**src/rtl/order_msg_pkg.sv**
```systemverilog
// Shared types and constants for the order message parser.
//   state_e     : frame parser states, one per byte position
//   order_txn_t : one decoded order transaction
package order_msg_pkg;

  typedef enum logic [2:0] {
    ST_IDLE,
    ST_TYPE,
    ST_CID,
    ST_AHI,
    ST_ALO,
    ST_CHK
  } state_e;

  localparam logic [7:0]  TYPE_NEW    = 8'h01;
  localparam logic [7:0]  TYPE_CANCEL = 8'h02;
  localparam int unsigned FRAME_LEN   = 6;

  typedef struct packed {
    logic [4:0]  client_id;
    logic [15:0] amount;
    logic        is_cancel;
  } order_txn_t;

  function automatic logic type_ok(input logic [7:0] t);
    return (t == TYPE_NEW) || (t == TYPE_CANCEL);
  endfunction

endpackage

```
**src/rtl/order_msg_parser_txn_reg.sv**
```systemverilog
// One-entry output holding register with valid/ready.
//   clk, rst_n    : clock, synchronous active-low reset
//   load_i        : capture txn_i this cycle (caller guarantees room)
//   txn_i         : transaction to capture
//   out_ready_i   : consumer accepts the held transaction
//   out_valid_o   : a transaction is held
//   txn_o         : held transaction, stable while out_valid_o & !out_ready_i
module order_txn_reg
  import order_msg_pkg::*;
(
  input  logic       clk,
  input  logic       rst_n,
  input  logic       load_i,
  input  order_txn_t txn_i,
  input  logic       out_ready_i,
  output logic       out_valid_o,
  output order_txn_t txn_o
);

  logic       valid_q;
  order_txn_t txn_q;

  always_ff @(posedge clk) begin
    if (!rst_n) begin
      valid_q <= 1'b0;
      txn_q   <= '0;
    end else if (load_i) begin
      // A load in the same cycle as a transfer replaces the entry.
      valid_q <= 1'b1;
      txn_q   <= txn_i;
    end else if (out_ready_i) begin
      valid_q <= 1'b0;
    end
  end

  assign out_valid_o = valid_q;
  assign txn_o       = txn_q;

endmodule

```
**src/rtl/order_msg_parser.sv**
```systemverilog
// Byte-serial order message parser.
// Frame: SOF, TYPE, CID, AMT_HI, AMT_LO, CHK (CHK = XOR of TYPE..AMT_LO).
// Good frames are emitted through a one-entry valid/ready register;
// malformed, checksum-failing or timed-out frames are dropped and counted.
//   clk, rst_n                 : clock, synchronous active-low reset
//   in_data/in_valid/in_ready  : input byte stream handshake
//   out_valid/out_ready        : output transaction handshake
//   out_client_id/out_amount/out_is_cancel : transaction fields
//   msg_count                  : good messages emitted (wraps)
//   err_count                  : dropped frames (saturates)
module order_msg_parser
  import order_msg_pkg::*;
#(
  parameter logic [7:0]  SOF_BYTE    = 8'hA5,
  parameter int unsigned TIMEOUT_CYC = 64,
  parameter int unsigned ERR_W       = 8
) (
  input  logic             clk,
  input  logic             rst_n,
  input  logic [7:0]       in_data,
  input  logic             in_valid,
  output logic             in_ready,
  output logic             out_valid,
  input  logic             out_ready,
  output logic [4:0]       out_client_id,
  output logic [15:0]      out_amount,
  output logic             out_is_cancel,
  output logic [15:0]      msg_count,
  output logic [ERR_W-1:0] err_count
);

  // Timer only needs to hold 0..TIMEOUT_CYC-1; the terminal count is detected
  // on the increment and the timer returns to zero.
  localparam int unsigned TMR_W = (TIMEOUT_CYC > 2) ? $clog2(TIMEOUT_CYC) : 1;

  state_e           state_q;
  logic [TMR_W-1:0] timer_q;
  logic [7:0]       chk_q;
  logic             is_cancel_q;
  logic [4:0]       cid_q;
  logic [15:0]      amt_q;
  logic [15:0]      msg_q;
  logic [ERR_W-1:0] err_q;

  logic       accept;
  logic       timeout;
  logic       byte_err;
  logic       load;
  order_txn_t txn_d;
  order_txn_t txn_out;

  // Backpressure only at the checksum byte, where a good frame would need
  // the output register.
  assign in_ready = rst_n && !((state_q == ST_CHK) && out_valid && !out_ready);
  assign accept   = in_valid && in_ready;

  // Timer advances only on non-transfer cycles with in_ready high.
  assign timeout = (state_q != ST_IDLE) && in_ready && !accept &&
                   (timer_q == TMR_W'(TIMEOUT_CYC - 1));

  always_comb begin
    byte_err = 1'b0;
    load     = 1'b0;
    if (accept) begin
      case (state_q)
        ST_TYPE: byte_err = !type_ok(in_data);
        ST_CID:  byte_err = (in_data[7:5] != 3'b000);
        ST_CHK: begin
          load     = (in_data == chk_q);
          byte_err = (in_data != chk_q);
        end
        default: ;
      endcase
    end
  end

  always_comb begin
    txn_d.client_id = cid_q;
    txn_d.amount    = amt_q;
    txn_d.is_cancel = is_cancel_q;
  end

  always_ff @(posedge clk) begin
    if (!rst_n) begin
      state_q     <= ST_IDLE;
      timer_q     <= '0;
      chk_q       <= '0;
      is_cancel_q <= 1'b0;
      cid_q       <= '0;
      amt_q       <= '0;
      msg_q       <= '0;
      err_q       <= '0;
    end else begin
      if (accept || timeout) begin
        timer_q <= '0;
      end else if ((state_q != ST_IDLE) && in_ready) begin
        timer_q <= timer_q + TMR_W'(1);
      end

      if (timeout) begin
        state_q <= ST_IDLE;
      end else if (accept) begin
        case (state_q)
          ST_IDLE: begin
            if (in_data == SOF_BYTE) state_q <= ST_TYPE;
          end
          ST_TYPE: begin
            if (byte_err) begin
              state_q <= ST_IDLE;
            end else begin
              state_q     <= ST_CID;
              chk_q       <= in_data;
              is_cancel_q <= (in_data == TYPE_CANCEL);
            end
          end
          ST_CID: begin
            if (byte_err) begin
              state_q <= ST_IDLE;
            end else begin
              state_q <= ST_AHI;
              chk_q   <= chk_q ^ in_data;
              cid_q   <= in_data[4:0];
            end
          end
          ST_AHI: begin
            state_q      <= ST_ALO;
            chk_q        <= chk_q ^ in_data;
            amt_q[15:8]  <= in_data;
          end
          ST_ALO: begin
            state_q     <= ST_CHK;
            chk_q       <= chk_q ^ in_data;
            amt_q[7:0]  <= in_data;
          end
          ST_CHK: begin
            state_q <= ST_IDLE;
            if (load) msg_q <= msg_q + 16'd1;
          end
          default: state_q <= ST_IDLE;
        endcase
      end

      if ((byte_err || timeout) && (err_q != '1)) begin
        err_q <= err_q + ERR_W'(1);
      end
    end
  end

  order_txn_reg u_txn_reg (
    .clk         (clk),
    .rst_n       (rst_n),
    .load_i      (load),
    .txn_i       (txn_d),
    .out_ready_i (out_ready),
    .out_valid_o (out_valid),
    .txn_o       (txn_out)
  );

  assign out_client_id = txn_out.client_id;
  assign out_amount    = txn_out.amount;
  assign out_is_cancel = txn_out.is_cancel;
  assign msg_count     = msg_q;
  assign err_count     = err_q;

endmodule

```
**config.mk**
```make
export PLATFORM = sky130hd
export DESIGN_NAME = order_msg_parser
export DESIGN_NICKNAME = d
export VERILOG_FILES = /design/src/rtl/order_msg_pkg.sv /design/src/rtl/order_msg_parser_txn_reg.sv /design/src/rtl/order_msg_parser.sv
export SDC_FILE = /design/constraint.sdc
export NUM_CORES = 1
export LEC_CHECK = 0
export CAP_MARGIN = 10
export CORE_ASPECT_RATIO = 0.7
export CORE_MARGIN = 4
export CORE_UTILIZATION = 54
export CTS_CLUSTER_SIZE = 30
export DETAILED_ROUTE_END_ITERATION = 10
export PLACE_DENSITY = 0.9
export SYNTH_ARGS = -nofsm -noshare
export SYNTH_HDL_FRONTEND = slang
export SYNTH_HIERARCHICAL = 1
export SYNTH_SLANG_ARGS = --single-unit
```
**constraint.sdc**
```tcl
create_clock -name clk -period 2.7 [get_ports clk]
set_input_delay 0.54 -clock clk [delete_from_list [all_inputs] [get_ports clk]]
set_output_delay 0.54 -clock clk [all_outputs]
set_load 0.005 [all_outputs]
```
==> impl_metrics.json <==
{
  "run_status": "completed",
  "p_leak_nw": 1.90,
  "dieArea_mm2": 0.00888,
  "ys_warn_count": 6,
  "cts.sinks": 86,
  "synth.yosys.seq_area_share": 0.430,
  "worst_pin_slew_ns": 0.616,
  "antenna_found_initial": 0,
  "worstPathRequired_ns": 2.99,
  "rr_endpoint": "err_count[5]",
  "hold_violations": 0,
  "worstSetupPathType": "input port to flop",
  "cpPeakStageDelay_ns": 0.53,
  "worstSetupEndpointType": "flop",
  "cts_tree": "built",
  "synth_async_sr_flop_share": 0,
  "core_area_mm2": 0.00698,
  "clk_pin_slew_ns": 0.09,
  "postRouteWirelength_um": 10400,
  "period_needed_ns": 2.45,
  "seqCellArea_mm2": 0.00172,
  "drtIter0Drc": 319,
  "n_antenna_cell": 0,
  "cp_cell_sequence": "clkdlybuf4s50_1, xor2_1, nor4_1, buf_4, and3_2, nand3_2, or4_1, a21oi_1",
  "wire_per_inst_um": 16.6,
  "grt-ovfl-total": 0,
  "syn-num-nets": 459,
  "crit_buf_inv": 2,
  "syn_area_mm2": 0.00401,
  "vias": 3678,
  "synthTopCellsByArea": "dfxtp_1, mux2i_1, nor2b_1",
  "worst_hold_startpoint": "amt_q[7]",
  "reg2reg_slack_ns": 0.39,
  "hold-path-endpoint": "amt_q[7]",
  "period_share": 0.908,
  "synth-seq-cells": 86,
  "pin_count": 60,
  "syn_avg_cell_area_um2": 9.02,
  "crit_fanout": 7,
  "crit_slowest_cell": "or4_1",
  "row_count": 25,
  "use_met3": 0.0783,
  "min_path_type": "flop to flop",
  "cts_setup_buffers": 0,
  "max-clock-path-buffers": 2,
  "grt_setup_unrepaired": "no",
  "cts_buffers": 9,
  "die_x_um": 111,
  "synth.largest_area_cell": "dfxtp_1",
  "root_buffer": "clkbuf_8",
  "cp-start-kind": "input port",
  "fmax_ghz": 0.408,
  "cap_viol_max_count": 0,
  "initial_core_util": 0.574,
  "hold_depth": 2,
  "grt_max_degree": 44,
  "grt_first_pass_wirelength_um": 17200,
  "use_met1": 0.304,
  "synthToLayoutAreaGrowth_pct": 25.8,
  "post-place-ws_ns": -0.0933,
  "critPathArrivalTime_ns": 2.74,
  "track_usage": 0.236,
  "synth_flop_cell": "dfxtp_1",
  "finClkSkew_ns": 0.0108,
  "portBuffers": 59,
  "drv_slew": 0,
  "finalSetupViolations": 0,
  "hpwl_um": 7340,
  "use_met2": 0.383,
  "ant_nets": 0,
  "setup_slack_ns": 0.247,
  "powerDensity_mw_per_mm2": 470,
  "cp_top_family": "simple AND/OR/NAND/NOR gates",
  "drtPass1Iterations": 6,
  "ys_types": 57,
  "drive_gt1_frac": 0.115,
  "gp_congestion": 1.03,
  "first_global_vias": 3579,
  "num-nets-final": 539,
  "multi_input_area_mm2": 0.00209,
  "ir_drop_v": 0.000288,
  "top_usage_layer": "met2",
  "reg2reg_depth": 6,
  "synth_edf_count": 0,
  "maxSlewHeadroom": 0.589,
  "num-fill-cells": 509,
  "via_per_inst": 5.90,
  "netlist.area_leader.share": 0.430,
  "netlist_instances": 444,
  "power_mw": 2.37,
  "fp.dieH_um": 80.1,
  "drt_drc_violations_left": 0,
  "fin_setup_tns_ns": 0,
  "r2r-start": "state_q[2]",
  "clkLatencyLatePin_ns": 0.37,
  "htreeDepth": 3
}
power breakdown:
part / total, mW / switching, mW / leakage, nW / internal [mW]
clock: 0.934 / 0.495 / 0.105 / 0.439
combinational: 0.153 / 0.0876 / 1.10 / 0.0658
sequential: 1.28 / 0.00660 / 0.693 / 1.27
total: 2.37 / 0.589 / 1.90 / 1.78
layout make-up:
type                       count  share of cell area
multi-input combinational    321               0.414
sequential                    86               0.342
timing repair buffer          93               0.171
clock buffer                   9              0.0246
tap                           94              0.0233
clock inverter                 7              0.0156
inverter                      13             0.00969
worst reg2reg max path: stages, from the launching register on:
cell and delay [ns]:
dfxtp_1 0.72, o21ai_0 0.23, o21ai_2 0.21, nand4_1 0.18
o211a_1 0.25, or4_1 0.50, a21oi_1 0.15
cells in the final DEF, fill, tap and decap left out, types with 3 or more instances in the layout:
master,instances
a21oi_1,25
a31oi_1,4
and2_1,4
and3_1,11
buf_4,33
clkbuf_8,9
clkdlybuf4s50_1,58
dfxtp_1,86
ha_1,3
inv_1,12
inv_6,3
mux2i_1,38
nand2_1,41
nand2b_1,3
nand3_1,19
nand4_1,7
nor2_1,37
nor2b_1,27
nor3_1,6
nor3b_1,3
o21a_1,3
o21ai_0,7
o22ai_1,4
o311ai_0,4
o31a_1,3
o31ai_1,6
o32ai_1,4
o41ai_1,3
or4_1,5
xnor2_1,4
xor2_1,19
state kept, by name, indices dropped and copies added, names as in the netlist:
| name | cells |
|---|---|
| amt_q | 16 |
| chk_q | 8 |
| cid_q | 5 |
| err_count | 8 |
| is_cancel_q | 1 |
| msg_count | 16 |
| state_q | 3 |
| timer_q | 6 |
| u_txn_reg/out_valid_o | 1 |
| u_txn_reg/txn_o | 22 |
timing repair:
item / CTS / global route
endpoints found under the setup margin: 0 / 1
hold buffers: 0 / 0
resized for setup: 0 / 1
routing by layer:
metal,vias to the layer above,part of all wire
met5,-,0
met4,0,0.019
met3,29,0.091
met2,169,0.45
met1,1752,0.44
li1,1728,-
metrics by stage:
step | utilization | hold slack (ns) | cells | area, um2
after global routing | 0.722 | 0.490 | 623 | 5040
after global placement | 0.693 | 0.446 | 607 | 4830
after floorplan | - | 0.436 | 444 | 4010
final | 0.722 | 0.471 | 623 | 5040
after CTS | 0.722 | 0.469 | 623 | 5030
after detailed placement | 0.693 | 0.455 | 607 | 4830
synth_stat cells (all sizes together) (9+ instances only):
cell type  instances
dfxtp             86
nand2             41
mux2i             38
nor2              37
nor2b             27
a21oi             25
nand3             20
xor2              19
clkbuf            13
and3              12
inv               12
buf               11
o21ai              9
how the worst max path moves through the flow:
stage	from	endpoint	slack [ns]	depth (start not counted)
5_1_grt	in_data[2]	chk_q[2]	0.16	9
6_report	in_data[4]	msg_count[10]	0.25	8
4_1_cts	rst_n	in_ready	0.11	4
2_1_floorplan	in_data[6]	u_txn_reg/txn_o[0]	0.50	9
3_3_place_gp	rst_n	err_count[5]	-0.001	7
3_5_place_dp	in_data[6]	msg_count[8]	-0.09	8
cell families (layout without fill, tap and decap cells):
logic type | count (synthesis) | count (layout) | share of synthesized area
buffers and inverters | 37 | 122 | 0.0497
adders and majority gates | 3 | 3 | 0.00937
DFF | 86 | 86 | 0.430
muxes | 38 | 38 | 0.0950
AOI/OAI and AO/OA | 77 | 77 | 0.129
xor gates and xnor gates | 23 | 23 | 0.0503
and+or+nand+nor | 180 | 180 | 0.236
(Power assumes the default switching activity.)
